--- src/rtl/seg7_pkg.sv ---
// Shared 7-segment definitions: active-low hex glyph table and the inverse decode.
// The display encoder uses the same table, so both directions always agree.
package seg7_pkg;

  localparam logic [6:0] SEG_BLANK = 7'h7F;

  // Active-low segment patterns for 0..F, bit0 = a ... bit6 = g
  localparam logic [6:0] SEG_HEX [16] = '{
    7'h40, 7'h79, 7'h24, 7'h30, 7'h19, 7'h12, 7'h02, 7'h78,
    7'h00, 7'h10, 7'h08, 7'h03, 7'h46, 7'h21, 7'h06, 7'h0E
  };

  typedef struct packed {
    logic       invalid;
    logic       blank;
    logic [3:0] value;
  } seg7_dec_t;

  function automatic seg7_dec_t seg7_decode(input logic [6:0] seg);
    seg7_dec_t d;
    d.invalid = 1'b1;
    d.blank   = 1'b0;
    d.value   = 4'h0;
    if (seg == SEG_BLANK) begin
      d.invalid = 1'b0;
      d.blank   = 1'b1;
    end else begin
      for (int i = 0; i < 16; i++) begin
        if (seg == SEG_HEX[i]) begin
          d.invalid = 1'b0;
          d.value   = 4'(i);
        end
      end
    end
    return d;
  endfunction

endpackage

--- src/rtl/seg7_stable_filter.sv ---
// Registers the segment/select bus and emits one capture strobe per stable dwell.
// Decisions compare the two most recent registered samples, never the raw pins.
module seg7_stable_filter
  import seg7_pkg::*;
#(
  parameter int NUM_DIGITS    = 4,
  parameter int STABLE_CYCLES = 4
) (
  input  logic                  i_clk,
  input  logic                  i_reset,
  input  logic [6:0]            i_seg,
  input  logic [NUM_DIGITS-1:0] i_sel,
  output logic [6:0]            o_seg,
  output logic [NUM_DIGITS-1:0] o_sel,
  output logic                  o_capture
);

  localparam int CW = $clog2(STABLE_CYCLES);
  localparam logic [CW-1:0] CNT_MAX = CW'(STABLE_CYCLES - 1);
  localparam logic [CW-1:0] CNT_PRE = CW'(STABLE_CYCLES - 2);

  logic [6:0]            r_seg;
  logic [NUM_DIGITS-1:0] r_sel;
  logic [6:0]            r_prev_seg;
  logic [NUM_DIGITS-1:0] r_prev_sel;
  logic [CW-1:0]         r_cnt;
  logic                  r_done;

  logic w_match;
  logic w_onehot;
  logic w_capture;

  assign w_match   = (r_seg == r_prev_seg) && (r_sel == r_prev_sel);
  assign w_onehot  = (r_sel != '0) && ((r_sel & (r_sel - NUM_DIGITS'(1))) == '0);
  // The strobe fires on the edge that carries the count to its saturation value
  assign w_capture = w_match && w_onehot && !r_done && (r_cnt == CNT_PRE);

  always_ff @(posedge i_clk) begin
    if (i_reset) begin
      r_seg      <= SEG_BLANK;
      r_sel      <= '0;
      r_prev_seg <= SEG_BLANK;
      r_prev_sel <= '0;
      r_cnt      <= '0;
      r_done     <= 1'b0;
    end else begin
      r_seg      <= i_seg;
      r_sel      <= i_sel;
      r_prev_seg <= r_seg;
      r_prev_sel <= r_sel;
      if (!w_match || !w_onehot) begin
        r_cnt  <= '0;
        r_done <= 1'b0;
      end else begin
        if (r_cnt != CNT_MAX) r_cnt <= r_cnt + CW'(1);
        if (w_capture) r_done <= 1'b1;
      end
    end
  end

  assign o_seg     = r_seg;
  assign o_sel     = r_sel;
  assign o_capture = w_capture;

endmodule

--- src/rtl/seg7_capture.sv ---
// Recovers hex digits from a scanned active-low 7-segment bus and assembles
// whole frames, delivered through a valid/ready handshake with overrun flag.
module seg7_capture
  import seg7_pkg::*;
#(
  parameter int NUM_DIGITS    = 4,
  parameter int STABLE_CYCLES = 4
) (
  input  logic                    i_clk,
  input  logic                    i_reset,
  input  logic [6:0]              i_seg_in,
  input  logic [NUM_DIGITS-1:0]   i_digit_sel,
  output logic [4*NUM_DIGITS-1:0] o_digits,
  output logic [NUM_DIGITS-1:0]   o_blank,
  output logic [NUM_DIGITS-1:0]   o_invalid,
  output logic                    o_out_valid,
  input  logic                    i_out_ready,
  output logic                    o_overrun
);

  logic [6:0]            w_seg;
  logic [NUM_DIGITS-1:0] w_sel;
  logic                  w_capture;
  seg7_dec_t             w_dec;

  logic [4*NUM_DIGITS-1:0] r_slot_val;
  logic [NUM_DIGITS-1:0]   r_slot_blank;
  logic [NUM_DIGITS-1:0]   r_slot_inv;
  logic [NUM_DIGITS-1:0]   r_seen;

  logic [4*NUM_DIGITS-1:0] r_digits;
  logic [NUM_DIGITS-1:0]   r_blank;
  logic [NUM_DIGITS-1:0]   r_invalid;
  logic                    r_out_valid;
  logic                    r_overrun;

  logic                  w_full;
  logic                  w_accept;
  logic                  w_load;
  logic [NUM_DIGITS-1:0] w_seen_next;

  seg7_stable_filter #(
    .NUM_DIGITS    (NUM_DIGITS),
    .STABLE_CYCLES (STABLE_CYCLES)
  ) u_filter (
    .i_clk     (i_clk),
    .i_reset   (i_reset),
    .i_seg     (i_seg_in),
    .i_sel     (i_digit_sel),
    .o_seg     (w_seg),
    .o_sel     (w_sel),
    .o_capture (w_capture)
  );

  assign w_dec    = seg7_decode(w_seg);
  assign w_full   = &r_seen;
  assign w_accept = r_out_valid && i_out_ready;
  // A completed frame loads only if the output register is free or being drained now
  assign w_load   = w_full && (!r_out_valid || i_out_ready);

  always_comb begin
    w_seen_next = w_full ? '0 : r_seen;
    if (w_capture) w_seen_next = w_seen_next | w_sel;
  end

  always_ff @(posedge i_clk) begin
    if (i_reset) begin
      r_slot_val   <= '0;
      r_slot_blank <= '0;
      r_slot_inv   <= '0;
      r_seen       <= '0;
      r_digits     <= '0;
      r_blank      <= '0;
      r_invalid    <= '0;
      r_out_valid  <= 1'b0;
      r_overrun    <= 1'b0;
    end else begin
      r_seen <= w_seen_next;
      for (int i = 0; i < NUM_DIGITS; i++) begin
        if (w_capture && w_sel[i]) begin
          r_slot_val[4*i +: 4] <= w_dec.value;
          r_slot_blank[i]      <= w_dec.blank;
          r_slot_inv[i]        <= w_dec.invalid;
        end
      end
      if (w_load) begin
        r_digits    <= r_slot_val;
        r_blank     <= r_slot_blank;
        r_invalid   <= r_slot_inv;
        r_out_valid <= 1'b1;
      end else if (w_accept) begin
        r_out_valid <= 1'b0;
      end
      if (w_accept) r_overrun <= 1'b0;
      else if (w_full && !w_load) r_overrun <= 1'b1;
    end
  end

  assign o_digits    = r_digits;
  assign o_blank     = r_blank;
  assign o_invalid   = r_invalid;
  assign o_out_valid = r_out_valid;
  assign o_overrun   = r_overrun;

endmodule

--- config.mk ---
export PLATFORM = sky130hd
export DESIGN_NAME = seg7_capture
export DESIGN_NICKNAME = d
export VERILOG_FILES = /design/src/rtl/seg7_pkg.sv /design/src/rtl/seg7_stable_filter.sv /design/src/rtl/seg7_capture.sv
export SDC_FILE = /design/constraint.sdc
export NUM_CORES = 1
export LEC_CHECK = 0
export CAP_MARGIN = 20
export CELL_PAD_IN_SITES_DETAIL_PLACEMENT = 0
export CELL_PAD_IN_SITES_GLOBAL_PLACEMENT = 1
export CORE_AREA = 2 2 73 144
export CTS_BUF_LIST = sky130_fd_sc_hd__clkbuf_2 sky130_fd_sc_hd__clkbuf_4 sky130_fd_sc_hd__clkbuf_8
export DETAILED_ROUTE_END_ITERATION = 8
export DIE_AREA = 0 0 75 146
export GPL_TIMING_DRIVEN = 0
export PLACE_DENSITY = 0.72
export SYNTH_ARGS = -nofsm -noshare
export SYNTH_HDL_FRONTEND = slang
export SYNTH_SLANG_ARGS = --single-unit
--- constraint.sdc ---
create_clock -name i_clk -period 5.35 [get_ports i_clk]
set_input_delay 0.535 -clock i_clk [delete_from_list [all_inputs] [get_ports i_clk]]
set_output_delay 0.535 -clock i_clk [all_outputs]
set_load 0.02 [all_outputs]
==> results of run 1 <==
## area by class of cell
cell class	count	area share [%]
plain buffers	28	3.11
clock buffers	13	4.02
clock inverters	3	1.57
inverters	8	0.725
multi-input cells	276	39.0
flip-flops and latches	79	38.2
well taps	132	3.99
repair buffers	39	9.43
## worst min-delay path, delay by kind of cell, from the launching register on
| family | cells | cell delay [ns] |
|---|---|---|
| AOI/OAI and AO/OA | 1 | 0.05 |
| DFF | 1 | 0.31 |
| and+or+nand+nor | 1 | 0.05 |
## through the flow
step	area (um2)	setup slack (ns)	util, %	hold WS [ns]	instances
6_report	4140	3.14	42.4	0.451	578
5_1_grt	4140	2.94	42.4	0.471	578
4_1_cts	4140	3.11	42.4	0.454	578
3_5_place_dp	3910	3.01	40.0	0.442	562
3_3_place_gp	3910	3.05	40.0	0.442	562
2_1_floorplan	3350	3.44	-	0.427	391
## layer usage
metal,wire length [um],GRT usage [%],vias up
met5,0,0,-
met4,618,13.9,0
met3,260,3.67,36
met2,4560,29.8,68
met1,3050,15.7,1364
li1,-,-,1456
## kinds of logic after synthesis
group / share of synthesized area [%]
AOI/OAI and AO/OA: 15.7
muxes: 0.896
buffers and inverters: 4.74
adders and majority gates: 0.746
DFF: 47.2
xor gates and xnor gates: 3.13
and+or+nand+nor: 27.6
## worst paths after layout
check                               end  slack [ns]  cells after the start
min reg2reg    o_digits[0]$_SDFFE_PP0P_        0.45                      2
max          r_slot_inv[2]$_SDFFE_PP0P_        3.14                      5
min            o_digits[0]$_SDFFE_PP0P_        0.45                      2
max reg2reg  r_slot_inv[2]$_SDFFE_PP0P_        3.14                      5
## power groups by stage
stage | Sequential [mW] | Clock [mW] | Combinational (mW)
global route | 0.603 | 0.546 | 0.0935
floorplan | 0.614 | 0 | 0.0575
CTS | 0.602 | 0.517 | 0.0861
detailed placement | 0.616 | 0 | 0.0857
global placement | 0.616 | 0 | 0.0841
finish | 0.602 | 0.505 | 0.0852
## cells in the mapped netlist (3+ instances only)
library cell	number
nor4_2	3
nor3b_1	6
nand2_1	55
o31ai_1	3
nor2_1	21
xor2_1	4
o21ai_0	18
clkbuf_1	16
or4_1	3
nand4_1	8
nor4_1	4
a21oi_1	49
o211ai_1	4
nand3_1	11
and3b_1	3
buf_1	3
nand2b_1	7
mux2i_1	3
nor2b_1	10
dfxtp_1	79
inv_1	8
nor3_1	9
or2_2	18
xnor2_1	8
buf_2	6
## flip-flops by register name, indices dropped and copies added, names as in the netlist, 7 cells and up
| register | flops |
|---|---|
| u_filter.o_seg | 7 |
| r_slot_val | 16 |
| u_filter.r_prev_seg | 7 |
| o_digits | 16 |
==> flow_metrics.env, run 1 <==
export IMPL_pwr_share_clk_pct=42.3
export IMPL_drive_gt1_share_pct=11.7
export IMPL_grtUsageTotal_pct=17.0
export IMPL_layout_min_cycle_time_ns=2.21
export IMPL_htreeDepth=3
export IMPL_vias=2924
export IMPL_p_int_mw=0.928
export IMPL_ir_drop_uv=240
export IMPL_crit_path_start_kind="flip-flop"
export IMPL_power_density_nw_per_um2=288
export IMPL_grt_pass1_wl_mm=13.8
export IMPL_slowest_delay_ns=0.48
export IMPL_die_width_um=75
export IMPL_setup_worst_path_start="u_filter.o_seg[5]$_SDFF_PP1_"
export IMPL_setup_tns_ns=0
export IMPL_dr_pass1_iters=4
export IMPL_layout_common_cells="dfxtp_1, nand2_1, a21oi_1"
export IMPL_cts_clk_slew_worst_paths_ns=0.08
export IMPL_die_area_um2=11000
export IMPL_antenna_found_initial=0
export IMPL_io_buffers=39
export IMPL_initial_utilization_pct=34.3
export IMPL_grt_max_degree=13
export IMPL_ios=40
export IMPL_num_fill_cells=1001
export IMPL_cts_hold_buffers=0
export IMPL_seq_area_um2=1580
export IMPL_row_count=51
export IMPL_wl_mm=8.50
export IMPL_drt_iter0_drc=116
export IMPL_crit_type="flip-flop to flip-flop"
export IMPL_fin_worst_skew_ns=0.0106
export IMPL_setup_viol=0
export IMPL_p_comb_share_pct=7.1
export IMPL_seqPwrFrac_pct=50.5
export IMPL_cts_setup_buffers=0
export IMPL_place_congestion=0.909
export IMPL_dp_hpwl_mm=6.60
export IMPL_postSynthCellCount=391
export IMPL_period_share_pct=41.3
export IMPL_synth_cell_types=49
export IMPL_fmax_ghz=0.452
export IMPL_multi_input_area_um2=1610
export IMPL_synth_enable_flop_cells=0
export IMPL_drv_slew=0
export IMPL_cts_tree="built"
export IMPL_path_buf_inv=1
export IMPL_p_switching_mw=0.264
export IMPL_seq_area_frac_synth_pct=47.2
export IMPL_detail_route_antenna_nets=0
export IMPL_yosysWarnings=0
export IMPL_async_flop_share_pct=0
export IMPL_antennaDiodeCount=0
export IMPL_status="complete, no violations"
export IMPL_worst_slew_pin_slew_ns=0.659
export IMPL_crit_slowest_cell="or3b_2"
export IMPL_cts_sinks=79
export IMPL_hold_path_class="flip-flop to flip-flop"
export IMPL_finalPower_mw=1.19
export IMPL_postSynthAreaPerCell_um2=8.58
export IMPL_p_sw_share_pct=22.2
export IMPL_ys_ff_latch=79
export IMPL_vias_per_cell=5.06
export IMPL_crit_path_end_kind="flip-flop"
export IMPL_hold_viol=0
export IMPL_path_max_fanout=10
export IMPL_clockRootBuffer="clkbuf_8"
export IMPL_min_delay_start="r_slot_val[0]$_SDFFE_PP0P_"
export IMPL_crit_family="simple AND/OR/NAND/NOR gates"
export IMPL_arrival_ns=2.45
export IMPL_cp_common_cell="o21ai_0"
export IMPL_layout_commonest_cell="dfxtp_1"
export IMPL_syn_num_nets=407
export IMPL_crit_chain="clkbuf_1, or3b_2, o21ai_0, or4b_1, o21ai_0"
export IMPL_rsz0062_at_grt="false"
export IMPL_synth_top_area_share_pct=47.2
export IMPL_p_leak_nw=1.37
export IMPL_grt_pass1_vias=2871
export IMPL_required_ns=5.59
export IMPL_core_um2=9760
export IMPL_drc_errors=0
export IMPL_worst_skew_pair_late_latency_ns=0.36
export IMPL_slew_limit_headroom_pct=55.7
export IMPL_area_growth_pct=23.5
export IMPL_synth_flop_cell="dfxtp_1"
export IMPL_die_h_um=146
export IMPL_cts_buffers=9
export IMPL_maxCapViolations=0
export IMPL_nets=457
export IMPL_post_cts_resize_count=0
export IMPL_r2r_start="u_filter.o_seg[5]$_SDFF_PP1_"
export IMPL_synth_cell_area_um2=3350
export IMPL_netlist_top_cells_area="dfxtp_1, a21oi_1, nand2_1"
export IMPL_routedWlPerCell_um=14.7
export IMPL_clock_path_buffers=2
export IMPL_grt_overflow=0
export IMPL_yosysTopAreaCell="dfxtp_1"
Note: power is estimated with default switching activity, not from simulation.
==> run 2, diff against run 1 <==
--- a/config.mk
+++ b/config.mk
@@ -13,7 +13,7 @@
 export DETAILED_ROUTE_END_ITERATION = 8
 export DIE_AREA = 0 0 75 146
 export GPL_TIMING_DRIVEN = 0
-export PLACE_DENSITY = 0.72
+export PLACE_DENSITY = 0.75
 export SYNTH_ARGS = -nofsm -noshare
 export SYNTH_HDL_FRONTEND = slang
 export SYNTH_SLANG_ARGS = --single-unit
==> constraint.sdc (replaced) <==
create_clock -name i_clk -period 1.98 [get_ports i_clk]
set_input_delay 0.198 -clock i_clk [delete_from_list [all_inputs] [get_ports i_clk]]
set_output_delay 0.198 -clock i_clk [all_outputs]
set_load 0.02 [all_outputs]
==> run 2 against run 1 <==
Combinational power increased to 3.2 times the previous value. Flip-flop and latch count unchanged. Sequential share of layout area decreased by 1.8 points. Setup slack got worse by 3.1 ns. Largest power group unchanged. Register-to-register slack got worse by 3.1 ns. Critical path type unchanged.
==> flow_metrics.env, run 2 (same netlist as run 1, synthesis figures left out) <==
export IMPL_worst_slew_pin_slew_ns=0.553
export IMPL_status="complete, no violations"
export IMPL_fin_hold_ws_ns=0.384
export IMPL_dp_hpwl_mm=6.47
export IMPL_vias_per_cell=5.00
export IMPL_clock_path_buffers=2
export IMPL_r2r_start="u_filter.o_seg[4]$_SDFF_PP1_"
export IMPL_layout_min_cycle_time_ns=1.93
export IMPL_rrSetupSlack_ns=0.05
export IMPL_slew_limit_headroom_pct=63.2
export IMPL_fmax_ghz=0.519
export IMPL_finalPower_mw=3.37
export IMPL_cts_clk_slew_worst_paths_ns=0.08
export IMPL_grt_max_degree=13
export IMPL_place_congestion=0.909
export IMPL_drc_errors=0
export IMPL_die_area_um2=11000
export IMPL_core_um2=9760
export IMPL_crit_type="flip-flop to flip-flop"
export IMPL_hold_path_class="input port to flip-flop"
export IMPL_htreeDepth=3
export IMPL_dp_cells=562
export IMPL_dr_pass1_iters=4
export IMPL_final_area_um2=4370
export IMPL_worst_skew_pair_late_latency_ns=0.36
export IMPL_layout_common_cells="dfxtp_1, nand2_1, a21oi_1"
export IMPL_die_width_um=75
export IMPL_grt_pass1_wl_mm=13.8
export IMPL_antennaDiodeCount=0
export IMPL_crit_path_start_kind="flip-flop"
export IMPL_hold_viol=0
export IMPL_cts_sinks=79
export IMPL_num_fill_cells=983
export IMPL_layout_commonest_cell="dfxtp_1"
export IMPL_cts_tree="built"
export IMPL_ios=40
export IMPL_routedWlPerCell_um=14.5
export IMPL_cts_hold_buffers=0
export IMPL_detail_route_antenna_nets=0
export IMPL_vias=2914
export IMPL_fin_util_pct=44.8
export IMPL_fin_worst_skew_ns=0.0108
export IMPL_setup_worst_path_start="u_filter.o_seg[4]$_SDFF_PP1_"
export IMPL_drv_slew=0
export IMPL_preCtsSetupSlack_ns=-0.240
export IMPL_critPathCapture="u_filter.r_cnt[0]$_SDFFE_PP0P_"
export IMPL_period_share_pct=97.3
export IMPL_drt_iter0_drc=141
export IMPL_nets=463
export IMPL_initial_utilization_pct=34.3
export IMPL_io_buffers=39
export IMPL_clockRootBuffer="clkbuf_8"
export IMPL_grtUsageTotal_pct=16.8
export IMPL_required_ns=2.27
export IMPL_drive_gt1_share_pct=18.8
export IMPL_area_growth_pct=30.3
export IMPL_cts_buffers=9
export IMPL_die_h_um=146
export IMPL_antenna_found_initial=0
export IMPL_reg2reg_to="u_filter.r_cnt[0]$_SDFFE_PP0P_"
export IMPL_setup_tns_ns=0
export IMPL_ir_drop_uv=668
export IMPL_placed_area_um2=3910
export IMPL_arrival_ns=2.22
export IMPL_p_leak_nw=1.46
export IMPL_setup_viol=0
export IMPL_maxCapViolations=0
export IMPL_grt_overflow=0
export IMPL_multi_input_area_um2=1750
export IMPL_wl_mm=8.46
export IMPL_path_max_fanout=7
export IMPL_reg2reg_depth=5
export IMPL_grt_pass1_vias=2757
export IMPL_seq_area_um2=1590
export IMPL_row_count=51
export IMPL_rsz0062_at_grt="true"
export IMPL_fin_cells=583
export IMPL_power_density_nw_per_um2=771
export IMPL_crit_path_end_kind="flip-flop"
export IMPL_final_critical_path_setup_slack_ns=0.0540
-- run 2: how the worst min path moves through the flow --
stage | end | slack [ns] | from | cells after the start
3_5_place_dp | o_blank[1]$_SDFFE_PP0P_ | 0.44 | r_slot_blank[1]$_SDFFE_PP0P_ | 2
4_1_cts | u_filter.o_seg[6]$_SDFF_PP1_ | 0.39 | i_seg_in[6] | 2
5_1_grt | u_filter.o_sel[1]$_SDFF_PP0_ | 0.39 | i_digit_sel[1] | 2
3_3_place_gp | o_digits[3]$_SDFFE_PP0P_ | 0.44 | r_slot_val[3]$_SDFFE_PP0P_ | 2
6_report | u_filter.o_sel[1]$_SDFF_PP0_ | 0.38 | i_digit_sel[1] | 2
2_1_floorplan | o_overrun$_SDFFE_PP0P_ | 0.30 | i_out_ready | 1
-- run 2: area by class of cell --
type                            instances  share of cell area, %
Multi-Input combinational cell        276                   40.0
Sequential cell                        79                   36.4
Timing Repair Buffer                   47                   10.4
Tap cell                              132                   3.78
Clock buffer                           12                   3.64
Buffer                                 26                   3.06
Clock inverter                          3                   2.06
Inverter                                8                  0.687
-- run 2: worst max-delay path, cell delays in order (launching register included) --
cell and delay [ns]:
dfxtp_2 0.36, xnor2_1 0.26, o2111ai_4 0.22, or2_4 0.31, or4_4 0.58, nor2_4 0.13
-- run 2: power breakdown --
part | internal (mW) | switching, mW
combinational | 0.114 | 0.155
clock | 0.914 | 0.558
sequential | 1.61 | 0.0208
-- run 2: layer usage --
| layer | up-vias | routed length, um | GRT usage [%] |
|---|---|---|---|
| li1 | 1471 | - | - |
| met1 | 1371 | 3070 | 16.4 |
| met2 | 53 | 4880 | 31.4 |
| met3 | 19 | 205 | 3.60 |
| met4 | 0 | 303 | 7.68 |
| met5 | - | 0 | 0 |
-- run 2: timing repair --
item	in CTS	in global routing
resized for setup	21	35
pin swaps	6	11
setup endpoints to repair	31	30
endpoints found under the hold margin	0	0
setup buffers	5	3
==> run 3, diff against run 2 <==
--- a/config.mk
+++ b/config.mk
@@ -9,7 +9,7 @@
 export CELL_PAD_IN_SITES_DETAIL_PLACEMENT = 0
 export CELL_PAD_IN_SITES_GLOBAL_PLACEMENT = 1
 export CORE_AREA = 2 2 73 144
-export CTS_BUF_LIST = sky130_fd_sc_hd__clkbuf_2 sky130_fd_sc_hd__clkbuf_4 sky130_fd_sc_hd__clkbuf_8
+export CTS_BUF_LIST = sky130_fd_sc_hd__clkbuf_8 sky130_fd_sc_hd__clkbuf_16
 export DETAILED_ROUTE_END_ITERATION = 8
 export DIE_AREA = 0 0 75 146
 export GPL_TIMING_DRIVEN = 0
==> run 3 against run 2 <==
Design area is 2.6% higher. Clock-buffer cell count is 1 lower. Register-to-register slack about the same. Clock power grew 29%. Setup slack better by 0.011 ns. Clock skew decreased by 0.0058 ns. First-iteration DRC count decreased by 11%. Core utilization rose by 1.2 points. Sequential power barely moved. Final cell count up 0.34%. Flip-flop and latch count unchanged. Combinational power barely moved. Critical path type unchanged. Critical endpoint unchanged. Largest power group is now clock. Highest routed layer unchanged.
==> flow_metrics.env, run 3 (same netlist as run 1, synthesis figures left out) <==
export IMPL_status="complete, no violations"
export IMPL_routedWlPerCell_um=14.5
export IMPL_ios=40
export IMPL_grt_overflow=0
export IMPL_drive_gt1_share_pct=19.0
export IMPL_dr_pass1_iters=4
export IMPL_cts_tree="built"
export IMPL_seq_area_um2=1590
export IMPL_drc_errors=0
export IMPL_grt_pass1_vias=2789
export IMPL_grt_max_degree=13
export IMPL_drt_iter0_drc=126
export IMPL_detail_route_antenna_nets=0
export IMPL_clock_path_buffers=2
export IMPL_dp_hpwl_mm=6.47
export IMPL_crit_path_start_kind="flip-flop"
export IMPL_cts_buffers=9
export IMPL_place_congestion=0.909
export IMPL_fin_worst_skew_ns=0.00496
export IMPL_layout_min_cycle_time_ns=1.91
export IMPL_fin_hold_ws_ns=0.409
export IMPL_htreeDepth=3
export IMPL_crit_path_end_kind="flip-flop"
export IMPL_power_density_nw_per_um2=847
export IMPL_maxCapViolations=0
export IMPL_period_share_pct=96.7
export IMPL_worst_slew_pin_slew_ns=0.554
export IMPL_r2r_start="u_filter.o_seg[4]$_SDFF_PP1_"
export IMPL_setup_worst_path_start="u_filter.o_seg[4]$_SDFF_PP1_"
export IMPL_path_max_fanout=7
export IMPL_grt_pass1_wl_mm=13.9
export IMPL_grtUsageTotal_pct=16.9
export IMPL_worst_skew_pair_late_latency_ns=0.33
export IMPL_hold_path_class="input port to flip-flop"
export IMPL_cts_clk_slew_worst_paths_ns=0.06
export IMPL_die_area_um2=11000
export IMPL_layout_common_cells="dfxtp_1, nand2_1, a21oi_1"
export IMPL_clockRootBuffer="clkbuf_16"
export IMPL_fmax_ghz=0.522
export IMPL_row_count=51
export IMPL_wl_mm=8.46
export IMPL_rrSetupSlack_ns=0.07
export IMPL_setup_tns_ns=0
export IMPL_layout_commonest_cell="dfxtp_1"
export IMPL_setup_viol=0
export IMPL_initial_utilization_pct=34.3
export IMPL_antenna_found_initial=0
export IMPL_die_width_um=75
export IMPL_multi_input_area_um2=1750
export IMPL_ir_drop_uv=430
export IMPL_rsz0062_at_grt="true"
export IMPL_nets=465
export IMPL_vias_per_cell=4.97
export IMPL_vias=2910
export IMPL_area_growth_pct=33.8
export IMPL_hold_viol=0
export IMPL_crit_chain="xnor2_1, o2111ai_4, or2_4, or4_4, nor2_4"
export IMPL_required_ns=2.25
export IMPL_cts_sinks=79
export IMPL_arrival_ns=2.19
export IMPL_crit_type="flip-flop to flip-flop"
export IMPL_die_h_um=146
export IMPL_num_fill_cells=958
export IMPL_slew_limit_headroom_pct=63.1
export IMPL_drv_slew=0
export IMPL_slowest_delay_ns=0.58
export IMPL_reg2reg_depth=5
export IMPL_io_buffers=39
export IMPL_antennaDiodeCount=0
export IMPL_crit_slowest_cell="or4_4"
export IMPL_p_leak_nw=1.52
export IMPL_core_um2=9760
export IMPL_critPathCapture="u_filter.r_cnt[0]$_SDFFE_PP0P_"
export IMPL_reg2reg_to="u_filter.r_cnt[0]$_SDFFE_PP0P_"
[run 3: cell types whose count changed in the layout (fill, tap and decap cells not counted), sizes merged]
cell / before / now
inv: 8 / 9
clkbuf: 26 / 27
[run 3: worst min-delay path by stage]
stage / start / to / slack [ns] / cells past startpoint
after floorplan: i_out_ready / o_overrun$_SDFFE_PP0P_ / 0.30 / 1
after global placement: r_slot_val[3]$_SDFFE_PP0P_ / o_digits[3]$_SDFFE_PP0P_ / 0.44 / 2
after detailed placement: r_slot_blank[1]$_SDFFE_PP0P_ / o_blank[1]$_SDFFE_PP0P_ / 0.44 / 2
after CTS: i_seg_in[6] / u_filter.o_seg[6]$_SDFF_PP1_ / 0.41 / 2
after global routing: i_digit_sel[1] / u_filter.o_sel[1]$_SDFF_PP0_ / 0.42 / 2
final: i_digit_sel[1] / u_filter.o_sel[1]$_SDFF_PP0_ / 0.41 / 2
[run 3: cell type report]
cell class	instances	share of cell area, %
Clock buffer	11	5.63
Multi-Input combinational cell	276	39.0
Inverter	8	0.669
Timing Repair Buffer	49	10.5
Buffer	26	3.04
Clock inverter	4	2.09
Tap cell	132	3.68
Sequential cell	79	35.5
[run 3: critical path, delay by kind of cell, from the launching register on]
kind            cells  cell delay [ns]
simple gates        3             1.02
flops               1             0.36
xor+xnor            1             0.26
compound gates      1             0.21
[run 3: routing by layer]
metal | track usage (%) | wire (um) | up-vias
met2 | 31.4 | 4920 | 55
met5 | 0 | 0 | -
met4 | 9.11 | 257 | 0
met1 | 16.4 | 3070 | 1361
met3 | 2.98 | 209 | 17
li1 | - | - | 1477
[run 3: stage by stage]
step           cells  utilization [%]  power, mW  setup WS (ns)  cell area [um2]
6_report         585             45.9       3.80         0.0652             4490
3_3_place_gp     562             40.0       1.89         -0.187             3910
5_1_grt          585             45.9       3.92        -0.0106             4490
3_5_place_dp     562             40.0       1.89         -0.240             3910
2_1_floorplan    391                -       1.81         0.0673             3350
4_1_cts          582             44.9       3.81        0.00844             4380
[run 3: repair_timing]
| action | in CTS | in global routing |
|---|---|---|
| pin swaps | 6 | 11 |
| buffers inserted | 5 | 5 |
| hold buffers | 0 | 0 |
| setup endpoints to repair | 31 | 28 |
| resized for setup | 21 | 35 |
[run 3: power breakdown]
group	switching (mW)	internal (mW)
combinational	0.154	0.115
sequential	0.0207	1.61
clock	0.608	1.29
